**config.mk**
```make
export PLATFORM = sky130hd
export DESIGN_NAME = control_sequencer
export DESIGN_NICKNAME = d
export VERILOG_FILES = /design/src/rtl/control_sequencer.sv
export SDC_FILE = /design/constraint.sdc
export NUM_CORES = 1
export LEC_CHECK = 0
export ABC_AREA = 1
export ABC_CLOCK_PERIOD_IN_PS = 4150
export CORE_MARGIN = 4
export CORE_UTILIZATION = 35
export DETAILED_ROUTE_END_ITERATION = 6
export DONT_BUFFER_PORTS = 1
export PLACE_DENSITY = 0.52
export RECOVER_POWER = 50
export SYNTH_ARGS = -nofsm -noshare
export SYNTH_HDL_FRONTEND = slang
export SYNTH_SLANG_ARGS = --single-unit
export TNS_END_PERCENT = 30
```
**constraint.sdc**
```tcl
create_clock -name clk -period 4.15 [get_ports clk]
set_clock_uncertainty 0.05 [all_clocks]
set_input_delay 1.0375 -clock clk [delete_from_list [all_inputs] [get_ports clk]]
set_output_delay 1.0375 -clock clk [all_outputs]
set_load 0.005 [all_outputs]
```
**src/rtl/control_sequencer.sv**
```systemverilog
`default_nettype none
// ============================================================================
// Module   : control_sequencer
// Brief    : SUP-1 microcoded fetch/execute sequencer driving the bus control word.
// Revision : 1.0 - initial release
// ============================================================================
module control_sequencer #(
  parameter int OPCODE_WIDTH = 4,
  parameter int STEP_WIDTH   = 3
) (
  input  logic                    clk,
  input  logic                    rst,
  input  logic [OPCODE_WIDTH-1:0] opcode,
  input  logic                    carry_flag,
  input  logic                    zero_flag,
  output logic [STEP_WIDTH-1:0]   step,
  output logic                    hlt,
  output logic                    mi,
  output logic                    ri,
  output logic                    ro,
  output logic                    io,
  output logic                    ii,
  output logic                    ai,
  output logic                    ao,
  output logic                    eo,
  output logic                    su,
  output logic                    bi,
  output logic                    oi,
  output logic                    fi,
  output logic                    ce,
  output logic                    co,
  output logic                    jmp
);

  localparam logic [OPCODE_WIDTH-1:0] c_op_lda = OPCODE_WIDTH'(4'h0);
  localparam logic [OPCODE_WIDTH-1:0] c_op_add = OPCODE_WIDTH'(4'h1);
  localparam logic [OPCODE_WIDTH-1:0] c_op_sub = OPCODE_WIDTH'(4'h2);
  localparam logic [OPCODE_WIDTH-1:0] c_op_sta = OPCODE_WIDTH'(4'h3);
  localparam logic [OPCODE_WIDTH-1:0] c_op_ldi = OPCODE_WIDTH'(4'h4);
  localparam logic [OPCODE_WIDTH-1:0] c_op_jmp = OPCODE_WIDTH'(4'h5);
  localparam logic [OPCODE_WIDTH-1:0] c_op_jc  = OPCODE_WIDTH'(4'h6);
  localparam logic [OPCODE_WIDTH-1:0] c_op_jz  = OPCODE_WIDTH'(4'h7);
  localparam logic [OPCODE_WIDTH-1:0] c_op_out = OPCODE_WIDTH'(4'he);
  localparam logic [OPCODE_WIDTH-1:0] c_op_hlt = OPCODE_WIDTH'(4'hf);

  localparam logic [STEP_WIDTH-1:0] c_t0 = STEP_WIDTH'(0);
  localparam logic [STEP_WIDTH-1:0] c_t1 = STEP_WIDTH'(1);
  localparam logic [STEP_WIDTH-1:0] c_t2 = STEP_WIDTH'(2);
  localparam logic [STEP_WIDTH-1:0] c_t3 = STEP_WIDTH'(3);
  localparam logic [STEP_WIDTH-1:0] c_t4 = STEP_WIDTH'(4);

  logic [STEP_WIDTH-1:0] r_step;
  logic                  r_halted;
  logic [STEP_WIDTH-1:0] w_last_step;

  always_comb begin
    w_last_step = c_t2;
    case (opcode)
      c_op_lda, c_op_sta: w_last_step = c_t3;
      c_op_add, c_op_sub: w_last_step = c_t4;
      default:            w_last_step = c_t2;
    endcase
  end

  // During fetch the opcode is stale, but every last step is >= T2 so fetch always advances.
  always_ff @(posedge clk or posedge rst) begin
    if (rst) begin
      r_step   <= c_t0;
      r_halted <= 1'b0;
    end else if (!r_halted) begin
      if (r_step == c_t2 && opcode == c_op_hlt) begin
        r_halted <= 1'b1;
      end else if (r_step >= w_last_step) begin
        r_step <= c_t0;
      end else begin
        r_step <= r_step + STEP_WIDTH'(1);
      end
    end
  end

  assign step = r_step;

  always_comb begin
    hlt = 1'b0; mi = 1'b0; ri = 1'b0; ro = 1'b0; io = 1'b0; ii = 1'b0;
    ai  = 1'b0; ao = 1'b0; eo = 1'b0; su = 1'b0; bi = 1'b0; oi = 1'b0;
    fi  = 1'b0; ce = 1'b0; co = 1'b0; jmp = 1'b0;
    if (r_halted) begin
      hlt = 1'b1;
    end else begin
      case (r_step)
        c_t0: begin co = 1'b1; mi = 1'b1; end
        c_t1: begin ro = 1'b1; ii = 1'b1; ce = 1'b1; end
        c_t2: begin
          case (opcode)
            c_op_lda, c_op_add, c_op_sub, c_op_sta: begin io = 1'b1; mi = 1'b1; end
            c_op_ldi: begin io = 1'b1; ai = 1'b1; end
            c_op_jmp: begin io = 1'b1; jmp = 1'b1; end
            c_op_jc:  begin io = 1'b1; jmp = carry_flag; end
            c_op_jz:  begin io = 1'b1; jmp = zero_flag; end
            c_op_out: begin ao = 1'b1; oi = 1'b1; end
            c_op_hlt: hlt = 1'b1;
            default: ;
          endcase
        end
        c_t3: begin
          case (opcode)
            c_op_lda:           begin ro = 1'b1; ai = 1'b1; end
            c_op_add, c_op_sub: begin ro = 1'b1; bi = 1'b1; end
            c_op_sta:           begin ao = 1'b1; ri = 1'b1; end
            default: ;
          endcase
        end
        c_t4: begin
          if (opcode == c_op_add || opcode == c_op_sub) begin
            eo = 1'b1; ai = 1'b1; fi = 1'b1;
            su = (opcode == c_op_sub);
          end
        end
        default: ;
      endcase
    end
  end

  // Only one participant may drive the shared bus in any microstep.
  assert property (@(posedge clk) disable iff (rst) $onehot0({co, ro, io, ao, eo}));

endmodule
`default_nettype wire

```
-- Yosys cells after proc, flatten, opt, wreduce, memory -nomap -nowiden
Index checks and enable logic that the tools add are counted.
- flip-flop bits (word level): 4
- input bits: 8
- logic and storage cells: 73
- reductions and logical operators: 10
- multiplexer cells: 44
- add/sub/neg operators: 1
- bitwise logic cells: 2
- equality and inequality tests: 13
- $lt $le $gt $ge: 1
- operator list (kind ; count):
    $mux 1 ; 37
    $eq 4x3->1 const B ; 4
    $eq 4x2->1 const B ; 2
    $eq 4x4->1 const B ; 2
    $reduce_or 8->1 ; 1
    $eq 3x2->1 const B ; 2
    $pmux 1 s2 ; 3
    $pmux 1 s3 ; 2
    $pmux 3 s2 ; 1
    $eq 4x1->1 const B ; 1
    $logic_not 4->1 ; 1
    $reduce_or 2->1 ; 2
    $reduce_or 4->1 ; 1
    $add 3x1->3 const B ; 1
    $eq 3x1->1 const B ; 1
    $eq 3x3->1 const B ; 1
    $ge 3x3->1 ; 1
    $logic_not 3->1 ; 1
    $mux 3 ; 1
    $reduce_or 3->1 ; 1
    $not 1->1 ; 2
    $reduce_and 2->1 ; 1
    $logic_and 1x1->1 ; 1
    $logic_or 1x1->1 ; 1

-- Longest topological paths before layout
- word-level depth: 5
- mapped depth: 9

-- Worst setup path after synthesis
OpenSTA, ideal clock, no wires.
- kind: input-to-output
- start point: in opcode[0]
- end point: out fi
- setup slack: 1499 ps
- cell stages on the path: 6
- arrival: 1563 ps
- cells stage by stage: inv_1 -> nand2_1 -> nand2_2 -> nand2_1 -> nor2_1 -> buf_4
- cells in the longest elaborated chain, start to end: 5
- elaborated cells on any way between the ends: 6
- ends and longest elaborated chain (item ; line ; source):
    start, declared ; 13 ; input logic [OPCODE_WIDTH-1:0] opcode,
    $eq 4x1->1 or $eq 4x2->1 (tied branches) ; 114 ; if (opcode == c_op_add || opcode == c_op_sub) begin
    $logic_or 1x1->1 * ; 114 ;
    $mux 1 * (3 in series) ; n/a ;
    end, declared ; 29 ; output logic fi,
Mark *: on every way between the ends. The rest lies on a longest branch, timed or not.

-- Worst setup path after layout
- start point: reg r_step[0] (netlist: step[0])
- end point: out ai
- cells in the longest elaborated chain, start to end: 3
- elaborated cells on any way between the ends: 5
- ends and longest elaborated chain (item ; line ; source):
    start, declared ; 52 ; logic [STEP_WIDTH-1:0] r_step;
    start signal, assigned ; 68 ; r_step <= c_t0;
    start signal, assigned ; 74 ; r_step <= c_t0;
    start signal, assigned ; 76 ; r_step <= r_step + STEP_WIDTH'(1);
    $eq 3x3->1 or $eq 3x2->1 (tied branches) ; 90 ; case (r_step)
    $pmux 1 s3 * ; 90 ;
    $mux 1 * ; 87 ; if (r_halted) begin
    end, declared ; 23 ; output logic ai,
Marked as above.

==> metrics.log <==
INFO  metric outcome = finished, final reports clean
INFO  metric route.vias.total = 557
INFO  metric root_buffer_selected_by_cts = clkbuf_4
INFO  metric netlist.top_cell.by_area = dfrtp_1
INFO  metric port-buffer-count = 0
INFO  metric critPathRequiredTime = slightly above 3 ns
INFO  metric drtAntennaViolNets = 0
INFO  metric finalCritPeriodShare = 67.1%
INFO  metric ys_async_sr_fraction = 100%
INFO  metric worst-setup-path-type = register to primary output
INFO  metric drt_drc_violations_left = 0
INFO  metric synth-main-ff-cell = dfrtp_1
INFO  metric setup_ws = 1.36 ns
INFO  metric post_cts_hold_buffer_count = 0
INFO  metric mostFrequentLayoutCells = 18 x nand2_1, 17 x inv_1, 16 x nor2_1, 8 x ha_1, 7 x nand3_1
INFO  metric cts_setup_buffers = 0
INFO  metric cts_buffer_depth = 2
INFO  metric cap_violations = 0
INFO  metric ir_drop = 0.000235 V
INFO  metric hold_viol = 0
INFO  metric final_routed_wire_length_divided_by_cell_count = 11.9 um
INFO  metric final_common_cell = nand2_1
INFO  metric cts.sinks = 4
INFO  metric ys_types = 15
INFO  metric detailedPlace.worstSlack = about 1.4 ns
INFO  metric clk_pin_slew_worst_paths = around 0.04 ns
INFO  metric cts-resized-gates = 0
INFO  metric grt_pass1_wl = 1990 um
INFO  metric placement_rows = 14
INFO  metric relative_slew_slack = 74.2%
INFO  metric yosysTopAreaCellShare = approximately 18%
INFO  metric net-switching-power = 0.0000221 W
INFO  metric fin_nets = 111
INFO  metric mean_instance_size_in_the_synthesized_netlist = 6.01 um^2
INFO  metric crit_chain = inv_1 > ha_1 > inv_1 > nor2_1 > nand3_1 > nand3_1 > nand2_1 > inv_1
INFO  metric finalWeightedCongestion = 0.770
INFO  metric route.final.wire_length = 1300 um
INFO  metric num_cts_buffers = 3
INFO  metric fin_crit = 2.79 ns
INFO  metric worstPathArrival = 1.70 ns
INFO  metric multi_input_comb_area = 373 um^2
INFO  metric synthCells = 93
INFO  metric antenna_found_initial = 0
INFO  metric dieArea = 2300 um^2
INFO  metric drtIter0Drc = 8
INFO  metric power.switching_fraction = a little under a quarter
INFO  metric ys_seq_elements = 4
INFO  metric grt_overflow_total = 0
INFO  metric die_w = between 40 and 50 um
INFO  metric comb_power_share = 12.0%
INFO  metric count_of_final_max_slew_check_failures = 0
INFO  metric antenna-diode-count = 0
INFO  metric overall_global_routing_resource_usage = 12.3%
INFO  metric detail_route.first_pass.iterations = 4
INFO  metric p_leak = 0.284 nW
INFO  metric floorplan.initialDensity = 37.1%
INFO  metric power_report.internal_total = 0.0000752 W
INFO  metric synth-edff-count = 0
INFO  metric post_synth_main_area_contributors = dfrtp_1 18%, ha_1 18%, nand2_1 12%
INFO  metric critical_path_source_type = register
INFO  metric die_y = 48.0 um
INFO  metric grt_max_degree = 13
INFO  metric insertion_delay = about 0.23 ns
INFO  metric setup_viol = 0
INFO  metric layout-drive-gt1-share = 5.38%
INFO  metric dpl.hpwl = 1110 um
INFO  metric clk_pwr_share = a little under half
INFO  metric worst_path_most_repeated_cell = inv_1
INFO  metric ys_warn_count = 0
INFO  metric area_delta_synth_final = 3.58%
INFO  metric rsz_0062_raised_after_global_routing = no
INFO  metric globalRoute.busiestLayer = met2
INFO  metric sequentialPowerShare = 40.3%
INFO  metric max_clock_freq = ~360 MHz
INFO  metric io-pin-count = 27
INFO  metric use_met2 = about a fifth
INFO  metric mappedNetlistArea = 559 um^2
INFO  metric clock_tree_from_tritoncts = done
INFO  metric grt_pass1_vias = 495
INFO  metric synth.yosys.seq_area_share = 17.9%
INFO  metric fin_tns_setup = 0 ns
INFO  metric fillers = about 180
INFO  metric seq_area = around 100 um^2
INFO  metric postSynthNetCount = 109
INFO  metric hp-class = input port to asynchronous set/reset pin
INFO  metric core_area = 1510 um^2
INFO  metric worstMarginPinSlew = 0.387 ns
INFO  metric cp-end-kind = primary output
INFO  metric vias_cell = 5.11
INFO  metric critPathMaxFanout = 7
INFO  metric global_route_track_usage_on_met3 = 6.39%
INFO  metric critical-path-slowest-cell = dfrtp_1
INFO  metric powerDensity = 168 nW/um^2
INFO  metric cts.htree.levels = 1
INFO  metric use_met1 = 15.1%
INFO  metric crit_path_max_incr_delay = 0.45 ns
cell usage after synthesis (2+ instances only):
| library cell | number |
|---|---|
| a21oi_1 | 5 |
| buf_4 | 2 |
| dfrtp_1 | 4 |
| ha_1 | 8 |
| inv_1 | 17 |
| nand2_1 | 18 |
| nand2_2 | 2 |
| nand3_1 | 7 |
| nand4_1 | 4 |
| nor2_1 | 15 |
| nor4_1 | 2 |
| o21ai_0 | 6 |
through the flow:
stage                      power, W  std cells  hold WS, ns  util, %  instance area, um^2
after floorplan           0.0000495         93        0.492        -                  559
after global placement    0.0000515        106        0.587     37.1                  559
after detailed placement  0.0000516        106        0.586     37.1                  559
after CTS                 0.0000985        109        0.526     38.6                  582
after global routing       0.000107        109        0.520     38.5                  579
final                     0.0000973        109        0.524     38.5                  579
power by group through the flow:
stage,sequential (W),combinational [W],clock (W)
after CTS,0.0000392,0.0000119,0.0000474
final,0.0000392,0.0000117,0.0000464
after global placement,0.0000397,0.0000118,0
after floorplan,0.0000397,0.00000978,0
after detailed placement,0.0000397,0.0000119,0
after global routing,0.0000392,0.0000140,0.0000536
worst max-delay path, delay by kind of cell (launching register included):
family | cells | cell delay [ns]
buffers and inverters | 3 | 0.29
flip-flops | 1 | 0.45
adder cells (fa/ha/maj) | 1 | 0.21
AND/OR/NAND/NOR | 4 | 0.51
flip-flops by register name (all words and copies together), names as in the netlist:
name	flops
r_halted	1
step	3
worst paths after layout:
kind	from	end	slack [ns]	depth (start not counted)
setup reg to reg	step[0]	step[2]	2.49	7
max in group asynchronous	rst	step[1]	3.38	1
hold / removal	rst	step[2]	0.52	1
setup / recovery	step[0]	ai	1.36	8
hold reg to reg	step[1]	step[1]	0.58	2
min in group clk	step[1]	step[1]	0.58	2
routing by layer:
metal | vias to the layer above | routed length, um
li1 | 301 | -
met1 | 237 | 570
met2 | 19 | 603
met3 | 0 | 128
met4 | 0 | 0
met5 | - | 0
layout make-up:
cell class | count | area share [%]
clock buffers | 3 | 3.89
inverters | 17 | 11.0
multi-input cells | 69 | 64.4
flip-flops and latches | 4 | 17.3
well taps | 16 | 3.46
logic make-up after synthesis:
group	count (synthesis)	share of synthesized area [%]
buffers and inverters	20	15.0
adders and majority gates	8	17.9
DFF	4	17.9
and+or+nand+nor	50	39.4
AOI/OAI and AO/OA	11	9.84
No activity file was read; power rests on OpenSTA's default activity.
